`src/rtl/seg7_time_display.sv`:
```
// Converts an 8-bit value to BCD with a double-dabble engine and scans three muxed 7-seg digits.
// Define SEG7_LZB_EN to blank leading zeros on the hundreds and tens digits.
module seg7_time_display #(
   parameter int REFRESH_DIV  = 50000,
   parameter int COMMON_ANODE = 1
) (
   input  logic        clk,
   input  logic        reset,
   input  logic [7:0]  value,
   output logic        busy,
   output logic [11:0] bcd,
   output logic [6:0]  seg,
   output logic        dp,
   output logic [2:0]  an
);
   localparam int         CW      = $clog2(REFRESH_DIV);
   localparam logic       INV     = (COMMON_ANODE != 0);
   localparam logic [6:0] SEG_OFF = {7{INV}};
   localparam logic [2:0] AN_OFF  = {3{INV}};

   typedef enum logic [1:0] {IDLE, SHIFT, COMMIT} state_t;

   state_t      state;
   logic [7:0]  last;
   logic [19:0] sr;
   logic [2:0]  iter;
   logic [19:0] sr_adj;

   // Add-3 correction on each BCD nibble before the shift.
   always_comb begin
      sr_adj = sr;
      for (int i = 0; i < 3; i++) begin
         if (sr[8+4*i +: 4] >= 4'd5)
            sr_adj[8+4*i +: 4] = sr[8+4*i +: 4] + 4'd3;
      end
   end

   always_ff @(posedge clk or negedge reset) begin
      if (!reset) begin
         state <= IDLE;
         last  <= 8'd0;
         sr    <= 20'd0;
         iter  <= 3'd0;
         bcd   <= 12'd0;
         busy  <= 1'b0;
      end else begin
         case (state)
            IDLE: begin
               if (value != last) begin
                  last  <= value;
                  sr    <= {12'd0, value};
                  iter  <= 3'd0;
                  busy  <= 1'b1;
                  state <= SHIFT;
               end
            end
            SHIFT: begin
               sr   <= {sr_adj[18:0], 1'b0};
               iter <= iter + 3'd1;
               if (iter == 3'd7)
                  state <= COMMIT;
            end
            COMMIT: begin
               bcd   <= sr[19:8];
               busy  <= 1'b0;
               state <= IDLE;
            end
            default: state <= IDLE;
         endcase
      end
   end

   logic [CW-1:0] cnt;
   logic [1:0]    digit;

   always_ff @(posedge clk or negedge reset) begin
      if (!reset) begin
         cnt   <= '0;
         digit <= 2'd0;
      end else if (cnt == CW'(REFRESH_DIV - 1)) begin
         cnt   <= '0;
         digit <= (digit == 2'd2) ? 2'd0 : digit + 2'd1;
      end else begin
         cnt <= cnt + 1'b1;
      end
   end

   logic [3:0] nib;
   logic       blank;
   logic [6:0] glyph;
   logic [2:0] an_hi;

   always_comb begin
      case (digit)
         2'd0:    nib = bcd[3:0];
         2'd1:    nib = bcd[7:4];
         default: nib = bcd[11:8];
      endcase
      blank = 1'b0;
`ifdef SEG7_LZB_EN
      if (digit == 2'd2)
         blank = (bcd[11:8] == 4'd0);
      else if (digit == 2'd1)
         blank = (bcd[11:4] == 8'd0);
`endif
      case (nib)
         4'd0:    glyph = 7'h3F;
         4'd1:    glyph = 7'h06;
         4'd2:    glyph = 7'h5B;
         4'd3:    glyph = 7'h4F;
         4'd4:    glyph = 7'h66;
         4'd5:    glyph = 7'h6D;
         4'd6:    glyph = 7'h7D;
         4'd7:    glyph = 7'h07;
         4'd8:    glyph = 7'h7F;
         4'd9:    glyph = 7'h6F;
         default: glyph = 7'h00;
      endcase
      an_hi = 3'b001 << digit;
   end

   // Slot start (cnt == 0) is the anode-off gap that hides segment transitions.
   always_ff @(posedge clk or negedge reset) begin
      if (!reset) begin
         an  <= AN_OFF;
         seg <= SEG_OFF;
         dp  <= INV;
      end else begin
         dp <= INV;
         if (cnt == '0) begin
            an  <= AN_OFF;
            seg <= SEG_OFF;
         end else begin
            an  <= an_hi ^ AN_OFF;
            seg <= blank ? SEG_OFF : (glyph ^ SEG_OFF);
         end
      end
   end

endmodule

```
`config.mk`:
```
export PLATFORM = sky130hd
export DESIGN_NAME = seg7_time_display
export DESIGN_NICKNAME = d
export VERILOG_FILES = /design/src/rtl/seg7_time_display.sv
export SDC_FILE = /design/constraint.sdc
export NUM_CORES = 1
export LEC_CHECK = 0
export ABC_AREA = 0
export CORE_UTILIZATION = 45
export DETAILED_ROUTE_END_ITERATION = 12
export PLACE_DENSITY = 0.68
export SYNTH_ARGS = -nofsm -noshare
export SYNTH_HDL_FRONTEND = slang
export SYNTH_SLANG_ARGS = --single-unit
export TNS_END_PERCENT = 100
```
`constraint.sdc`:
```
create_clock -name clk -period 1.9 [get_ports clk]
set_clock_uncertainty 0.1 [all_clocks]
set_input_delay 0.19 -clock clk [delete_from_list [all_inputs] [get_ports clk]]
set_output_delay 0.19 -clock clk [all_outputs]
set_load 0.05 [all_outputs]
```
After elaboration in Yosys (flattened, before gate mapping)

Memories as Yosys holds them, arrays and structs flattened.
Index checks and enable logic that the tools add are counted.

Input port bits: 10
Bits in registers: 74
Word-level logic and storage cells: 58
ROM bits: 112
Memories kept: 1
Output and inout port bits: 24

Magnitude comparators: 3
Muxes and demuxes: 17
Reductions and logical operators: 9
Equality and inequality tests: 9
Shift-type cells: 1
Bitwise gates (word level): 2
Add/sub/neg operators: 6

Memory list:

| name             | words | bits a word | read ports | clocked after memory_dff | write ports | RTL line | text |
|---|---|---|---|---|---|---|---|
| (name not given) | 16    | 7           | 1          | 0                        | 0           | 106      | `case (nib)` |

Operators by type and width:

| kind                    | count |
|---|---|
| $pmux W20 S2            | 1 |
| $mux W20                | 1 |
| $add A16 B1 Y16 const B | 1 |
| $eq A16 B16 Y1 const B  | 1 |
| $logic_not A16 Y1       | 1 |
| $mux W16                | 1 |
| $ge A4 B3 Y1 const B    | 3 |
| $mux W3                 | 3 |
| $add A4 B2 Y4 const B   | 2 |
| $mux W4                 | 2 |
| $ne A8 B8 Y1            | 1 |
| $pmux W4 S2             | 1 |
| $reduce_and A2 Y1       | 4 |
| $mux W7                 | 1 |
| $not A7 Y7              | 1 |
| $mux W2                 | 3 |
| $pmux W3 S2             | 1 |
| $eq A2 B1 Y1 const B    | 2 |
| $eq A2 B2 Y1 const B    | 2 |
| $logic_not A2 Y1        | 2 |
| $ne A2 B2 Y1 const B    | 2 |
| $pmux W2 S2             | 1 |
| $reduce_bool A2 Y1      | 2 |
| $add A3 B1 Y3 const B   | 1 |
| 7 further kinds         | 7 |

Depth between registers and ports, before layout

An unclocked memory read counts as a cell.

Depth in word-level cells: 5
Mapped depth: 7
Depth with buffers taken out: 6

Worst setup path after synthesis

OpenSTA, ideal clock, no wires.

Path kind: flip-flop to flip-flop
From: register bcd[4]
To: register seg[0]
Setup slack: -0.154 ns
Stages on the path, launching flop included: 7
Path buffers: 0
Arrival time: 1.870 ns
Library setup time: 0.083 ns
Cell sequence: dfrtp_1 -> mux2_2 -> mux2i_1 -> inv_1 -> ha_1 -> mux2_2 -> o32a_1

Word-level cells in the longest chain between the ends: 4

RTL lines:

| item                   | RTL line | text |
|---|---|---|
| start, declared        | 11       | `output logic [11:0] bcd,` |
| start signal, assigned | 64       | `bcd <= sr[19:8];` |
| $pmux W4 S2            | 94       | `case (digit)` |
| $mem_v2 Z16 W7         | n/a      |  |
| $not A7 Y7 (no line)   | n/a      |  |
| $mux W7                | 130      | `if (cnt == '0) begin` |
| end signal, assigned   | 135      | `seg <= blank ? SEG_OFF : (glyph ^ SEG_OFF);` |
| end, declared          | 12       | `output logic [6:0] seg,` |

No other way between the ends.
A chain may end at the register's enable or synchronous reset.

Worst setup path in the final report

From: register bcd[3]
To: output bcd[3]

No word-level cell between the ends.

==> flow_summary_export.csv <==
group,metric,value,unit
timing,hold_viol_final,0,
placement,io_buffers,32,
worst_setup_path,worstSetupPathType,"reg2out",
route,routed-via-count,2655,
clock_network,htree_levels,3,
clock_network,numCtsBuffers,9,
synth,syn_inst,322,
final_layout,regArea,1870,sq um
final_layout,area_delta_synth_final,25.4,%
final_layout,utilization,58.6,%
floorplan,core,7730,sq um
global_routing,antenna_found_initial,0,
worst_setup_path,cp_slowest_cell,"clkdlybuf4s50_1",
timing,rsz0062_at_grt,"yes",
global_routing,grt-ovfl-total,0,
final_layout,final_nets,417,
timing,finalWorstSetupSlack,15.9,ps
synth,avgSynthCellArea,11.2,sq um
final_layout,final_cells,499,
route,ant_nets,0,
clock_network,cts_tree,"done",
power,peakVddDrop,0.662,mV
worst_setup_path,timing.critical_path.cells,"clkdlybuf4s50_1",
floorplan,die_w,91.6,um
synth,synthTopCellsByCount,"64 x dfrtp_1, 31 x nand2_1, 19 x mux2_2, 19 x xnor2_1, 16 x nor2_1",
floorplan,row_count,32,
final_layout,drive_above_1_share,28.5,%
synth,yosysMostFrequentCell,"dfrtp_1",
timing,finalSetupTns,0,ps
floorplan,pin_count,34,
clock_network,clock_sinks,74,
synth,synth_seq_cells,74,
timing,worst_pin_slew,598,ps
synth,synth_top_area_share,44.4,%
placement,hpwl,4890,um
global_routing,grt_pass1_wl,12600,um
placement,place.gp.congestion,0.789,
global_routing,grt_pass1_vias,2728,
synth,synthFlopType,"dfrtp_1",
synth,synth.yosys.seq_area_share,51.6,%
power,powerDensity,1480,nW/um^2
final_layout,antenna_cells,0,
route,wl_per_cell,14.8,um
timing,period_needed,1880,ps
route,via_per_inst,5.32,
clock_network,cts_root_buf,"clkbuf_8",
floorplan,dieHeight,91.6,um
timing,setup_viol,0,
timing,finalMaxSlewViolations,0,
clock_network,insertion_delay,340,ps
synth,syn_nets,347,
floorplan,die-area,8390,sq um
route,wirelength,7370,um
worst_setup_path,cp_max_fo,3,
worst_setup_path,crit_arrival,1590,ps
outcome,outcome,"finished clean",
final_layout,filler_cell_count,663,
worst_setup_path,cp_top_family,"buffers and inverters",
worst_setup_path,critical_path_buf_inv_count,1,
route,drt_iter0_drc,139,
floorplan,initial_core_util,46.7,%
synth,syn-cell-area,3610,sq um
global_routing,grt_util_all_layers,19.0,%
clock_network,cts.path.max_buffers,2,
power,power_leakage,0.00207,uW
route,drc_errors,0,
synth,synth_warnings,0,
worst_setup_path,cp.required,1610,ps
worst_setup_path,start_kind,"register",
timing,final.period_utilization,99.2,%
hold_path,hp-class,"in2async",
final_layout,multiInputGateArea,1700,sq um
route,drtPass1Iterations,4,
worst_setup_path,cp-end-kind,"output pin",
synth,async_flop_share,100,%
worst_setup_path,critPathMaxStageDelay,830,ps
global_routing,grt_max_degree,75,
final_layout,finish.instance_area,4530,sq um
job,drv_cap,0,
placement,place_area,4240,sq um
timing,slew_headroom,60.0,%
timing,max_freq,531,MHz
synth,synth-edff-count,0,
synth,synthDistinctLibCells,48,
placement,dp.cells,475,
clock_network,clk_pin_slew,80,ps
synth,netlist_top_cells_area,"dfrtp_1 44%, dfstp_2 7.3%, mux2_2 5.9%, ha_1 5.2%, xnor2_1 4.6%",
synth,synth_top_area_cell,"dfrtp_1",
placement,dp_slack,-124,ps
==> sequential cells by signal, summed over array words and instances, names as in the netlist <==
| signal | count |
|---|---|
| state | 2 |
| bcd | 12 |
| digit | 2 |
| seg | 7 |
| last | 8 |
| cnt | 16 |
| busy | 1 |
| iter | 3 |
| an | 3 |
| sr | 20 |
==> path summary, 6_finish.rpt <==
kind | from | end | slack (ps) | cells past startpoint
setup / recovery | bcd[3]$_DFFE_PN0P_ | bcd[3] | 20 | 1
hold / removal | reset | cnt[7]$_DFF_PN0_ | 310 | 3
setup reg to reg | digit[0]$_DFFE_PN0N_ | seg[0]$_DFF_PN1_ | 30 | 6
hold reg to reg | sr[7]$_DFFE_PN0P_ | sr[8]$_DFFE_PN0P_ | 400 | 2
max in group asynchronous | reset | seg[1]$_DFF_PN1_ | 1060 | 3
min in group clk | sr[7]$_DFFE_PN0P_ | sr[8]$_DFFE_PN0P_ | 400 | 2
==> stage by stage <==
step,hold slack (ps),power [uW]
finish,314,6690
global route,368,7120
CTS,329,6670
detailed placement,150,5570
global placement,150,5480
floorplan,-206,4650
==> layout by cell type (no fill, tap or decap), types with 10 or more instances in the layout <==
cell type,synthesis,layout
dfrtp_1,64,59
buf_4,1,46
nand2_1,31,31
xnor2_1,19,19
mux2_2,19,18
clkdlybuf4s50_1,0,18
nor2_1,16,16
o21ai_0,15,15
ha_1,15,15
inv_1,15,13
dfstp_2,10,10
clkbuf_8,0,10
==> layer usage <==
metal  GRT usage [%]  share of wire [%]  vias up
met1            24.6                 46     1323
met3            3.94                3.0       11
met4            7.14                1.8        0
met5               0                  0        -
li1                -                  -     1275
met2            31.3                 49       46
==> cell families (layout without fill, tap and decap cells) <==
group / count (synthesis) / count (layout) / share of synthesized area (%)
buffers and inverters: 27 / 102 / 2.98
muxes: 28 / 28 / 8.70
other: 1 / 1 / 0.104
DFF: 74 / 74 / 51.6
AOI/OAI and AO/OA: 54 / 54 / 10.8
xor gates and xnor gates: 27 / 27 / 6.55
adders and majority gates: 15 / 15 / 5.20
and+or+nand+nor: 96 / 96 / 14.0
==> cell type report <==
cell class / count / area share [%]
Sequential cell: 74 / 41.3
Multi-Input combinational cell: 221 / 37.6
Timing Repair Buffer: 71 / 13.5
Clock buffer: 13 / 3.29
Tap cell: 102 / 2.82
Inverter: 15 / 1.24
Clock inverter: 3 / 0.332
==> what timing repair did <==
item                                   CTS  global route
hold buffers                             1             0
setup endpoints to repair                6            23
pin swaps                                2             3
gates cloned                             0             0
resized for setup                        1            15
endpoints found under the hold margin   64             0
buffers inserted                         5             2
==> report_power, final <==
part / switching (uW) / total, uW / internal (uW)
Clock: 572 / 1080 / 506
Combinational: 1730 / 3110 / 1380
Sequential: 360 / 2500 / 2140
Note: power is estimated with default switching activity, not from simulation.
